## config.mk

```make
export PLATFORM = sky130hd
export DESIGN_NAME = pc_sequencer
export DESIGN_NICKNAME = d
export VERILOG_FILES = /design/src/rtl/pc_sequencer.sv
export SDC_FILE = /design/constraint.sdc
export NUM_CORES = 1
export LEC_CHECK = 0
export CORE_MARGIN = 5
export CORE_UTILIZATION = 54
export DETAILED_ROUTE_END_ITERATION = 16
export PLACE_DENSITY = 0.76
export SLEW_MARGIN = 20
export SYNTH_ARGS = -nofsm -noshare
export SYNTH_HDL_FRONTEND = slang
export SYNTH_SLANG_ARGS = --single-unit
```

## constraint.sdc

```tcl
create_clock -name clk -period 2.5 [get_ports clk]
set_clock_uncertainty 0.05 [all_clocks]
set_input_delay 0.5 -clock clk [delete_from_list [all_inputs] [get_ports clk]]
set_output_delay 0.5 -clock clk [all_outputs]
set_load 0.05 [all_outputs]
```

## src/rtl/pc_sequencer.sv

```systemverilog
// pc_sequencer: fetch PC sequencer with redirect/flush/halt handling and a
// circular return-address stack.
module pc_sequencer #(
    parameter logic [15:0] RESET_PC  = 16'h0000,
    parameter int          RAS_DEPTH = 4
) (
    input  logic        clk,
    input  logic        rst_n,
    input  logic        stall,
    input  logic        redir_valid,
    input  logic [1:0]  redir_type,
    input  logic [15:0] redir_target,
    input  logic [15:0] redir_link,
    input  logic        halt,
    output logic [15:0] pc,
    output logic        flush,
    output logic        halted,
    output logic        ras_empty,
    output logic        ras_full,
    output logic [1:0]  ras_err
);
    localparam int PW = $clog2(RAS_DEPTH);
    localparam int CW = PW + 1;
    localparam logic [CW-1:0] FULL = CW'(RAS_DEPTH);

    typedef enum logic [1:0] {RUN, FLUSH, HALT} state_t;

    state_t        state_q, state_d;
    logic [15:0]   pc_q, pc_d;
    logic [PW-1:0] ptr_q, ptr_d;
    logic [CW-1:0] cnt_q, cnt_d;
    logic [1:0]    err_q, err_d;
    logic [15:0]   ras_q [RAS_DEPTH];
    logic [PW-1:0] top_idx;
    logic          push;
    logic          redir;

    assign redir     = redir_valid && (redir_type != 2'b11);
    assign top_idx   = ptr_q - PW'(1);
    assign pc        = pc_q;
    assign flush     = (state_q == FLUSH);
    assign halted    = (state_q == HALT);
    assign ras_empty = (cnt_q == '0);
    assign ras_full  = (cnt_q == FULL);
    assign ras_err   = err_q;

    always_comb begin
        state_d = state_q;
        pc_d    = pc_q;
        ptr_d   = ptr_q;
        cnt_d   = cnt_q;
        err_d   = err_q;
        push    = 1'b0;
        case (state_q)
            RUN: begin
                if (redir) begin
                    state_d = FLUSH;
                    if (redir_type == 2'b10) begin
                        pc_d  = ras_empty ? redir_target : ras_q[top_idx];
                        ptr_d = ras_empty ? ptr_q : top_idx;
                        cnt_d = ras_empty ? cnt_q : cnt_q - 1'b1;
                        err_d = err_q | {1'b0, ras_empty};
                    end else begin
                        pc_d = redir_target;
                        if (redir_type == 2'b01) begin
                            // Full stack: overwrite the oldest entry, which sits at ptr.
                            push  = 1'b1;
                            ptr_d = ptr_q + PW'(1);
                            cnt_d = ras_full ? cnt_q : cnt_q + 1'b1;
                            err_d = err_q | {ras_full, 1'b0};
                        end
                    end
                end else if (halt) begin
                    state_d = HALT;
                end else if (!stall) begin
                    pc_d = pc_q + 16'd1;
                end
            end
            FLUSH: begin
                state_d = RUN;
                pc_d    = stall ? pc_q : pc_q + 16'd1;
            end
            default: ;
        endcase
    end

    always_ff @(posedge clk or negedge rst_n) begin
        if (!rst_n) begin
            state_q <= RUN;
            pc_q    <= RESET_PC;
            ptr_q   <= '0;
            cnt_q   <= '0;
            err_q   <= '0;
        end else begin
            state_q <= state_d;
            pc_q    <= pc_d;
            ptr_q   <= ptr_d;
            cnt_q   <= cnt_d;
            err_q   <= err_d;
        end
    end

    always_ff @(posedge clk) begin
        if (push) ras_q[ptr_q] <= redir_link;
    end
endmodule

```

==> qor.txt <==
Port Buf Inserts = 60
Synth async-reset ratio = 28.1%
Routed wire length = 9320 um
Full die area = 9640 um2
DIE WIDTH = 98.2 um
Unrepaired setup endpoints after global routing = no
Clock Latency Late Sink = 0.36 ns
Hold_ws = 0.426 ns
Main combinational cell family by area after synthesis = compound AO/OA/AOI/OAI gates
XOR/XNOR share of the synthesized area = 0.417%
DR WL/cell = 19.1 um
First-pass GRT wire length = 15,000 um
Outcome = completed
Antenna fix cells = 0
Mean Syn Cell Area = 14.0 um2
GP Congestion = 0.877
Post-DP Area = 5080 um2
Final min period = 2.32 ns
Simple-gate share of the synthesized area = 10.4%
Area share of fa/ha/maj cells after synthesis = 3.16%
CP delay by family, top = buffers and inverters
Post-synth EDFFs = 64
Startpoint Class = register
I/O pins = 61
Slew Limit Fails = 0
Hold buffers post-CTS = 0
Fin area = 5320 um2
Resized cells post-CTS = 0
Worst EP required = 1.95 ns
TritonCTS clock tree = done
Vias per cell = 5.80
Crit-path cells = nor2b_1 -> clkdlybuf4s50_1
Worst Tran Pin Value = 0.960 ns
Slew HR = 35.4%
Share of cells above drive strength 1 = 18.3%
Pin count of the biggest net entering global routing = 26
Worst hold path type = reg2reg
Initial antenna violation count = 0
Num CTS Buffers = 9
Synth warnings = 0
Initial Util = 54.9%
FP Rows = 32
Vias in the first global route = 2,883
Static leakage power = 1.95 nW
Syn Nets = 350
Net Switching = 1.56 mW
CTS clk-pin slew, worst paths = 0.10 ns
Final Setup Violations = 0
Max Cap Viol = 0
Crit end category = output pin
Critical path's slowest cell = clkdlybuf4s50_1
Setup Fix Bufs, Post-CTS = 0
Final HPWL DP = 6600 um
Die span in y = 98.2 um
Drc violations = 0
Setup TNS = 0 ns
Fin crit share = 93.0%
Power per cell area = 839 nW/um2
CORE AREA = 7650 um2
FF+latch count, synth = 89
Final Hold Vio Count = 0
Post-synthesis compound-gate area fraction = 11.6%
Post-Syn Area = 4200 um2
Post-synth top flop = edfxtp_1
Busiest grt layer = met2
# clock sinks = 89
H-tree Lvls = 3
Max Root-Sink Buffers = 2
Max Fclk = 430 MHz
Gate power share = 32.8%
Met1 Track Usage GR = 27.1%
Worst Path Buf+Inv = 1
VDD IR max = 0.000675 V
Total grt overflow = 0
Fin util = 69.5%
Crit Path Max Fanout = 7
WP data arrival = 1.77 ns
Iter 0 DRT Violations = 179
Flop pwr share = 42.1%
Final #Nets = 431
Fill cells = 539
CP max stage delay = 0.80 ns
TritonRoute pass-1 iters = 4
Via count = 2,838
Multiplexer area fraction after synthesis = 10.3%
Post-route ant nets = 0
Crit Path Class = reg2out
Gr usage total = 20.1%
Mapped Cells = 301
Clock power frac = 25.2%
Sequential area share after synthesis = 60.6%
GRT met3 Usage = 3.50%
Met2 Use GR = 32.8%
Switching Share = 35.0%
Synth unique cells = 55
Overall Power = 4.46 mW
Root Buffer = clkbuf_8
Syn-to-layout area delta = 26.5%
Internal Power = 2.90 mW
-- cells in the mapped netlist, drive strengths merged, types with 5 or more instances --
master	number	area (um2)
edfxtp	64	1920
dfrtp	25	626
nand2	23	86.3
mux4	16	360
a21oi	14	73.8
buf	13	82.6
o21ai	13	65.1
inv	12	45.0
and3	9	56.3
ha	9	113
nor3	9	45.0
clkbuf	6	22.5
mux2i	6	60.1
nand3	6	30.0
nor2	6	30.0
a211o	5	43.8
a32oi	5	43.8
-- logic make-up (layout without fill, tap and decap cells) --
logic type | count (synthesis) | after routing
DFF | 89 | 89
xor gates and xnor gates | 2 | 2
adders and majority gates | 10 | 10
and+or+nand+nor | 77 | 77
AOI/OAI and AO/OA | 69 | 69
buffers and inverters | 31 | 117
muxes | 23 | 23
-- power groups by stage --
stage          clock [mW]  sequential [mW]  combinational, mW
2_1_floorplan           0             2.20              0.656
3_3_place_gp            0             1.90               1.46
3_5_place_dp            0             1.90               1.47
4_1_cts              1.16             1.87               1.48
5_1_grt              1.22             1.89               1.57
6_report             1.12             1.88               1.46
-- final cells by class --
| class | instances | area (um2) | share of cell area, % |
|---|---|---|---|
| clock buffer | 9 | 124 | 2.33 |
| clock inverter | 7 | 108 | 2.02 |
| inverter | 12 | 45.0 | 0.847 |
| multi-input combinational | 181 | 1500 | 28.3 |
| sequential | 89 | 2550 | 47.9 |
| tap | 102 | 128 | 2.40 |
| timing repair buffer | 89 | 861 | 16.2 |
-- routing by layer --
metal / up-vias / routed length (um)
li1: 1345 / -
met1: 1396 / 4110
met2: 86 / 4590
met5: - / 0
met3: 11 / 474
met4: 0 / 144
-- cells in the final DEF, fill, tap and decap left out, types with 3 or more instances in the layout --
master	count
and4_1	3
nor2_1	5
a21o_1	4
nor3_1	9
nand3_1	6
and3_1	9
inv_1	12
and2_1	4
nor2b_1	4
buf_12	4
buf_4	28
o21ai_0	10
mux2i_1	6
clkbuf_8	9
a21oi_1	13
a211o_1	5
mux4_2	16
nand4_1	3
dfrtp_1	25
nand2_1	23
o21ai_1	3
edfxtp_1	64
a32oi_1	5
clkdlybuf4s50_1	57
ha_1	9
a31oi_1	4
o221ai_1	3
-- state kept, by name, summed over array words and instances, names as in the netlist --
name	count
ras_err	2
ptr_q	2
state_q	2
cnt_q	3
pc	16
ras_q	64
-- metrics by stage --
stage	std cells	setup slack [ns]
after floorplan	301	0.0887
after global placement	473	0.0711
after detailed placement	473	0.000773
after CTS	489	0.160
after global routing	489	0.0817
final	489	0.175
-- worst paths after layout --
| check | start | end | slack (ns) | cells past startpoint |
|---|---|---|---|---|
| worst max-delay path | state_q[1]$_DFFE_PN0P_ | halted | 0.18 | 2 |
| worst min-delay path | ras_err[0]$_DFFE_PN0P_ | ras_err[0]$_DFFE_PN0P_ | 0.43 | 1 |
| worst max register to register | cnt_q[2]$_DFFE_PN0P_ | pc[13]$_DFFE_PN0P_ | 0.38 | 5 |
| worst min register to register | ras_err[0]$_DFFE_PN0P_ | ras_err[0]$_DFFE_PN0P_ | 0.43 | 1 |
| max in group asynchronous | rst_n | pc[14]$_DFFE_PN0P_ | 1.66 | 2 |
| min in group asynchronous | rst_n | pc[2]$_DFFE_PN0P_ | 0.45 | 2 |
(Power assumes the default switching activity.)
